==> config.mk <==
export PLATFORM = sky130hd
export DESIGN_NAME = demux8_deser_flat
export DESIGN_NICKNAME = d
export VERILOG_FILES = /design/src/rtl/demux8_deser_pkg.sv /design/src/rtl/demux8_deser_if.sv /design/src/rtl/demux8_deser_dec3_8.sv /design/src/rtl/demux8_deser.sv /design/src/flat_wrapper.sv
export SDC_FILE = /design/constraint.sdc
export NUM_CORES = 1
export LEC_CHECK = 0
export CAP_MARGIN = 20
export CORE_UTILIZATION = 40
export DETAILED_ROUTE_END_ITERATION = 7
export PLACE_DENSITY_LB_ADDON = 0.3
export REMOVE_ABC_BUFFERS = 1
export SLEW_MARGIN = 20
export SYNTH_ARGS = -nofsm -noshare
export SYNTH_HDL_FRONTEND = slang
export SYNTH_SLANG_ARGS = --single-unit
==> constraint.sdc <==
create_clock -name clk -period 4 [get_ports clk]
set_input_delay 0.6 -clock clk [delete_from_list [all_inputs] [get_ports clk]]
set_output_delay 0.6 -clock clk [all_outputs]
set_load 0.02 [all_outputs]
==> src/rtl/demux8_deser_pkg.sv <==
// Shared constants and state encoding for the demux8_deser 1-to-8 deserializer.
package demux8_pkg;

  localparam int LANES = 8;
  localparam int SEL_W = 3;
  localparam logic [LANES-1:0] FULL_MASK = 8'hFF;

  typedef enum logic [1:0] {
    IDLE = 2'd0,
    FILL = 2'd1,
    HOLD = 2'd2
  } state_t;

endpackage

==> src/rtl/demux8_deser_if.sv <==
// Input/output handshake bundle for demux8_deser.
// Optional flush/lane_mask signals exist only when DEMUX8_FLUSH_EN is defined.
interface demux8_deser_if
  import demux8_pkg::*;
#(
  parameter int WIDTH = 1
) ();

  logic [WIDTH-1:0]       in_data;
  logic                   in_valid;
  logic                   in_ready;
  logic                   mode;
  logic [SEL_W-1:0]       sel;
  logic [LANES-1:0]       lane_strobe;
  logic [LANES*WIDTH-1:0] data_out;
  logic                   out_valid;
  logic                   out_ready;
`ifdef DEMUX8_FLUSH_EN
  logic                   flush;
  logic [LANES-1:0]       lane_mask;

  modport master (
    output in_data, in_valid, mode, sel, out_ready, flush,
    input  in_ready, lane_strobe, data_out, out_valid, lane_mask
  );

  modport slave (
    input  in_data, in_valid, mode, sel, out_ready, flush,
    output in_ready, lane_strobe, data_out, out_valid, lane_mask
  );
`else
  modport master (
    output in_data, in_valid, mode, sel, out_ready,
    input  in_ready, lane_strobe, data_out, out_valid
  );

  modport slave (
    input  in_data, in_valid, mode, sel, out_ready,
    output in_ready, lane_strobe, data_out, out_valid
  );
`endif

endinterface

==> src/rtl/demux8_deser_dec3_8.sv <==
// Combinational 3-to-8 one-hot decoder producing lane write enables.
module dec3_8 (
  input  logic [2:0] sel,
  output logic [7:0] onehot
);

  // Decode lane index to one-hot enable
  always_comb begin
    onehot = 8'h00;
    case (sel)
      3'd0:    onehot = 8'h01;
      3'd1:    onehot = 8'h02;
      3'd2:    onehot = 8'h04;
      3'd3:    onehot = 8'h08;
      3'd4:    onehot = 8'h10;
      3'd5:    onehot = 8'h20;
      3'd6:    onehot = 8'h40;
      3'd7:    onehot = 8'h80;
      default: onehot = 8'h00;
    endcase
  end

endmodule

==> src/rtl/demux8_deser.sv <==
// 1-to-8 registered demultiplexer/deserializer: fills 8 lanes (auto sweep or addressed) and
// presents the frame on a valid/ready output. Optional flush build: DEMUX8_FLUSH_EN.
module demux8_deser
  import demux8_pkg::*;
#(
  parameter int WIDTH = 1
) (
  input  logic           clk,
  input  logic           rst_n,
  demux8_deser_if.slave  bus
);

  localparam logic [1:0] ST_IDLE = IDLE;
  localparam logic [1:0] ST_FILL = FILL;
  localparam logic [1:0] ST_HOLD = HOLD;

  logic [1:0]             state_r;
  logic [1:0]             state_nxt_s;
  logic                   mode_q_r;
  logic [SEL_W-1:0]       ptr_r;
  logic [LANES-1:0]       mask_r;
  logic [LANES-1:0]       mask_nxt_s;
  logic [LANES-1:0]       strobe_r;
  logic [LANES*WIDTH-1:0] data_r;
  logic                   in_ready_r;
  logic                   out_valid_r;

  logic                   accept_s;
  logic                   release_s;
  logic                   eff_mode_s;
  logic                   done_s;
  logic                   flush_s;
  logic [SEL_W-1:0]       lane_sel_s;
  logic [LANES-1:0]       dec_s;
  logic [LANES-1:0]       we_s;

  assign accept_s  = bus.in_valid & in_ready_r;
  assign release_s = (state_r == ST_HOLD) & bus.out_ready;

  // Mode is taken live only for the first item of a frame, then frozen in mode_q_r
  always_comb begin
    if (state_r == ST_IDLE) begin
      eff_mode_s = bus.mode;
    end else begin
      eff_mode_s = mode_q_r;
    end
    if (eff_mode_s) begin
      lane_sel_s = bus.sel;
    end else begin
      lane_sel_s = ptr_r;
    end
  end

  dec3_8 u_dec (
    .sel    (lane_sel_s),
    .onehot (dec_s)
  );

  // Write enables, written-lane mask and frame-completion detection
  always_comb begin
    if (accept_s) begin
      we_s = dec_s;
    end else begin
      we_s = {LANES{1'b0}};
    end
    mask_nxt_s = mask_r | we_s;
    if (!accept_s) begin
      done_s = 1'b0;
    end else if (eff_mode_s) begin
      done_s = (mask_nxt_s == FULL_MASK);
    end else begin
      done_s = (ptr_r == 3'd7);
    end
`ifdef DEMUX8_FLUSH_EN
    flush_s = bus.flush & (state_r == ST_FILL);
`else
    flush_s = 1'b0;
`endif
  end

  // Next-state logic; the first accept can never complete a frame, so IDLE always goes to FILL
  always_comb begin
    state_nxt_s = state_r;
    case (state_r)
      ST_IDLE: begin
        if (accept_s) state_nxt_s = ST_FILL;
        else          state_nxt_s = ST_IDLE;
      end
      ST_FILL: begin
        if (done_s || flush_s) state_nxt_s = ST_HOLD;
        else                   state_nxt_s = ST_FILL;
      end
      ST_HOLD: begin
        if (bus.out_ready) state_nxt_s = ST_IDLE;
        else               state_nxt_s = ST_HOLD;
      end
      default: state_nxt_s = ST_IDLE;
    endcase
  end

  // Control state, pointer, mask and handshake registers
  always_ff @(posedge clk or negedge rst_n) begin
    if (!rst_n) begin
      state_r     <= ST_IDLE;
      mode_q_r    <= 1'b0;
      ptr_r       <= 3'd0;
      mask_r      <= {LANES{1'b0}};
      strobe_r    <= {LANES{1'b0}};
      in_ready_r  <= 1'b0;
      out_valid_r <= 1'b0;
    end else begin
      state_r     <= state_nxt_s;
      strobe_r    <= we_s;
      in_ready_r  <= (state_nxt_s != ST_HOLD);
      out_valid_r <= (state_nxt_s == ST_HOLD);
      if ((state_r == ST_IDLE) && accept_s) begin
        mode_q_r <= bus.mode;
      end else begin
        mode_q_r <= mode_q_r;
      end
      if (release_s) begin
        ptr_r  <= 3'd0;
        mask_r <= {LANES{1'b0}};
      end else begin
        mask_r <= mask_nxt_s;
        if (accept_s && !eff_mode_s) ptr_r <= ptr_r + 3'd1;
        else                         ptr_r <= ptr_r;
      end
    end
  end

  // Lane data; a flushed frame zeroes lanes not written in this frame
  always_ff @(posedge clk or negedge rst_n) begin
    if (!rst_n) begin
      data_r <= {(LANES*WIDTH){1'b0}};
    end else begin
      for (int k = 0; k < LANES; k++) begin
        if (we_s[k]) begin
          data_r[k*WIDTH +: WIDTH] <= bus.in_data;
        end else if (flush_s && !mask_nxt_s[k]) begin
          data_r[k*WIDTH +: WIDTH] <= {WIDTH{1'b0}};
        end else begin
          data_r[k*WIDTH +: WIDTH] <= data_r[k*WIDTH +: WIDTH];
        end
      end
    end
  end

  assign bus.in_ready    = in_ready_r;
  assign bus.out_valid   = out_valid_r;
  assign bus.lane_strobe = strobe_r;
  assign bus.data_out    = data_r;
`ifdef DEMUX8_FLUSH_EN
  assign bus.lane_mask   = mask_r;
`endif

endmodule

==> src/flat_wrapper.sv <==
// flat-port wrapper written by rule: the top's interface ports become plain ports
module demux8_deser_flat import demux8_pkg::*;
#(
  parameter int WIDTH = 1
)
  (clk, rst_n, bus_in_data, bus_in_valid, bus_mode, bus_sel, bus_out_ready, bus_in_ready, bus_lane_strobe, bus_data_out, bus_out_valid);
  demux8_deser_if #(.WIDTH(WIDTH)) bus_i ();
  input  logic clk;
  input  logic rst_n;
  input wire logic [$bits(bus_i.in_data)-1:0] bus_in_data;
  input wire logic [$bits(bus_i.in_valid)-1:0] bus_in_valid;
  input wire logic [$bits(bus_i.mode)-1:0] bus_mode;
  input wire logic [$bits(bus_i.sel)-1:0] bus_sel;
  input wire logic [$bits(bus_i.out_ready)-1:0] bus_out_ready;
  output wire logic [$bits(bus_i.in_ready)-1:0] bus_in_ready;
  output wire logic [$bits(bus_i.lane_strobe)-1:0] bus_lane_strobe;
  output wire logic [$bits(bus_i.data_out)-1:0] bus_data_out;
  output wire logic [$bits(bus_i.out_valid)-1:0] bus_out_valid;
  assign bus_i.in_data = bus_in_data;
  assign bus_i.in_valid = bus_in_valid;
  assign bus_i.mode = bus_mode;
  assign bus_i.sel = bus_sel;
  assign bus_i.out_ready = bus_out_ready;
  assign bus_in_ready = bus_i.in_ready;
  assign bus_lane_strobe = bus_i.lane_strobe;
  assign bus_data_out = bus_i.data_out;
  assign bus_out_valid = bus_i.out_valid;
  demux8_deser #(.WIDTH(WIDTH)) u_core (.clk(clk), .rst_n(rst_n), .bus(bus_i));
endmodule
==> results.ini <==
[cts]
cts_buffers=5
cts_resized=0
post-cts-setup-buffers=0
numClockSinks=32
h-tree-depth=2
cts_tree=built
root_buffer=clkbuf_8
clk_latency_ns=0.28
hold_buffers=0
clk_pin_slew_ns=0.06
clk_path_buf_depth=2

[floorplan]
ios=27
start_util_pct=41.90
dieWidth_um=63.93
die_h_um=63.93
dieArea_mm2=0.004086
std_cell_rows=22
core_area_mm2=0.003661

[placed_design]
hpwl_um=2426
gp_congestion=0.8704
pre_cts_slack_ns=1.088
place.port_buffers=26

[final_layout]
area_growth_pct=24.14
final_cell_mix=dfrtp_1 (32), clkdlybuf4s50_1 (26), nor2_1 (14)
final_common_cell=dfrtp_1
nNetsFinal=179
diodes=0
drive_gt1_share_pct=14.29

[detailed_routing]
routed_wl_um=3364
ant_nets=0
firstDrtPassIters=4
viasPerCell=5.611
vias=1212
drc=0
drtIter0Drc=86
wire_per_inst_um=15.57

[setup_path]
cp-start-kind=primary input
reg2reg_to=u_core.state_r[0]
path_cells=clkdlybuf4s50_1 -> or3b_4 -> a2111oi_0 -> o31ai_1 -> a211oi_2 -> a221oi_1
required_ns=4.13
crit_end=u_core.state_r[0]
cp-startpoint=bus_mode
crit_path_max_fanout=4
crit_path_end_kind=register
rr_worst_depth=5
critPathBufInv=1
crit_cells=6
cp_slowest_cell=a2111oi_0
crit_type=primary input to register
reg2reg_from=u_core.state_r[0]
critical_path_arrival_ns=2.87
reg2reg_slack_ns=1.52
crit_path_max_incr_delay_ns=0.67
cp_top_family=compound AO/OA/AOI/OAI gates

[pwr]
p_leak_nw=0.7817
power_switching_share_pct=38.19
intPower_mw=0.8514
seqPwrFrac_pct=40.6
comb_power_share_pct=42.8
switchingPower_mw=0.5260
vdd_drop_max_mv=0.4424
pwr-share-clk_pct=16.5
powerDensity_mw_per_mm2=723.3

[synthesis]
synth_cells=139
synth-async-reset-ratio_pct=100.0
synth_seq_area_share_pct=52.20
postSynthAreaPerCell_um2=11.04
synth_ff_type=dfrtp_1
synth-warning-count=0
synth_cell_types=46
ys_ff_latch=32
synth_edf_count=0
syn_area_mm2=0.001534

[sta]
setup_viol=0
hold_viol=0
tns_ns=0
period_minus_slack_ns=2.738
worst_slack_ns=1.262
slew_headroom_pct=50.28
period_share_pct=68.44
max_freq_mhz=365.3
tightest_slew_ns=0.7270
skew_ns=0.001802
rsz0062_at_grt=no
final-max-slew-violation-count=0

[global_routing]
antenna_found_initial=0
grt_overflow=0
grt_first_pass_wirelength_um=5706
grt_pass1_vias=1205
grt_max_degree=33
grt.total_usage_pct=18.72

[flow_run]
drv_cap=0

[worst_hold_path]
hold_depth=1
hp-class=register to register

[run_status]
status=finished clean

[registers in the layout, summed over array words and instances, names as in the netlist]
name,count
u_core.bus.data_out,8
u_core.bus.out_valid,1
u_core.state_r,2
u_core.ptr_r,3
u_core.mode_q_r,1
u_core.bus.lane_strobe,8
u_core.bus.in_ready,1
u_core.mask_r,8
[area by class of cell]
| type | instances | area [µm²] |
|---|---|---|
| multi-input combinational | 101 | 694.4 |
| clock buffer | 6 | 72.57 |
| timing repair buffer | 27 | 267.8 |
| sequential | 32 | 800.8 |
| tap | 48 | 60.06 |
| fill | 349 | 1757 |
| inverter | 1 | 3.754 |
| clock inverter | 1 | 5.005 |
[worst reg2reg max path, delay by kind of cell (launching register included)]
family           cells  cell delay [ns]
AND/OR/NAND/NOR      1             0.47
flip-flops           1             0.51
AO/OA/AOI/OAI        4             1.35
[routing by layer]
layer	wire (µm)	GRT usage (%)
met5	0	0
met4	38	8.523
met3	226	6.071
met2	1572	29.12
met1	1527	23.58
[logic make-up after synthesis]
| kind of cell | count (synthesis) | share of synthesized area [%] |
|---|---|---|
| AO/OA/AOI/OAI | 36 | 16.56 |
| XOR/XNOR | 1 | 0.5711 |
| adder cells (fa/ha/maj) | 2 | 1.631 |
| buffers and inverters | 6 | 2.527 |
| flip-flops | 32 | 52.20 |
| multiplexers | 9 | 6.607 |
| AND/OR/NAND/NOR | 53 | 19.90 |
[metrics by stage]
step                      instances  total power [mW]  util, %  hold WS, ns  area [µm²]
final                           216             1.377    52.02       0.4885        1904
after global routing            216             1.473    52.02       0.5175        1904
after CTS                       216             1.391    52.02       0.4956        1904
after detailed placement        209             1.154    49.90       0.4820        1827
after global placement          209             1.137    49.90       0.4781        1827
after floorplan                 134            0.9135        -       0.3044        1499
[power groups by stage]
stage          registers (mW)  clock network [mW]  logic, mW
2_1_floorplan           0.621                   0      0.293
3_3_place_gp            0.562                   0      0.576
3_5_place_dp            0.564                   0      0.589
4_1_cts                 0.559               0.239      0.592
5_1_grt                 0.578               0.250      0.645
6_report                0.560               0.228      0.590
[cells in the mapped netlist (3+ instances only)]
master,count,area share [%]
mux2_2,9,6.6
nor3b_1,4,2.0
or2_2,3,1.2
dfrtp_1,32,52
o21a_1,6,2.9
a21oi_1,6,2.0
nand2_1,11,2.7
o21ai_0,5,1.6
nor2_1,14,3.4
nand3_1,4,1.3
[worst min-delay path by stage]
stage / start / endpoint / slack [ns]
2_1_floorplan: rst_n / u_core.bus.data_out[0] / 0.30
3_3_place_gp: u_core.mask_r[5] / u_core.mask_r[5] / 0.48
3_5_place_dp: u_core.mask_r[1] / u_core.mask_r[1] / 0.48
4_1_cts: u_core.mask_r[1] / u_core.mask_r[1] / 0.50
5_1_grt: u_core.mask_r[1] / u_core.mask_r[1] / 0.52
6_report: u_core.mask_r[1] / u_core.mask_r[1] / 0.49
Power figures use the tool's default switching activity.
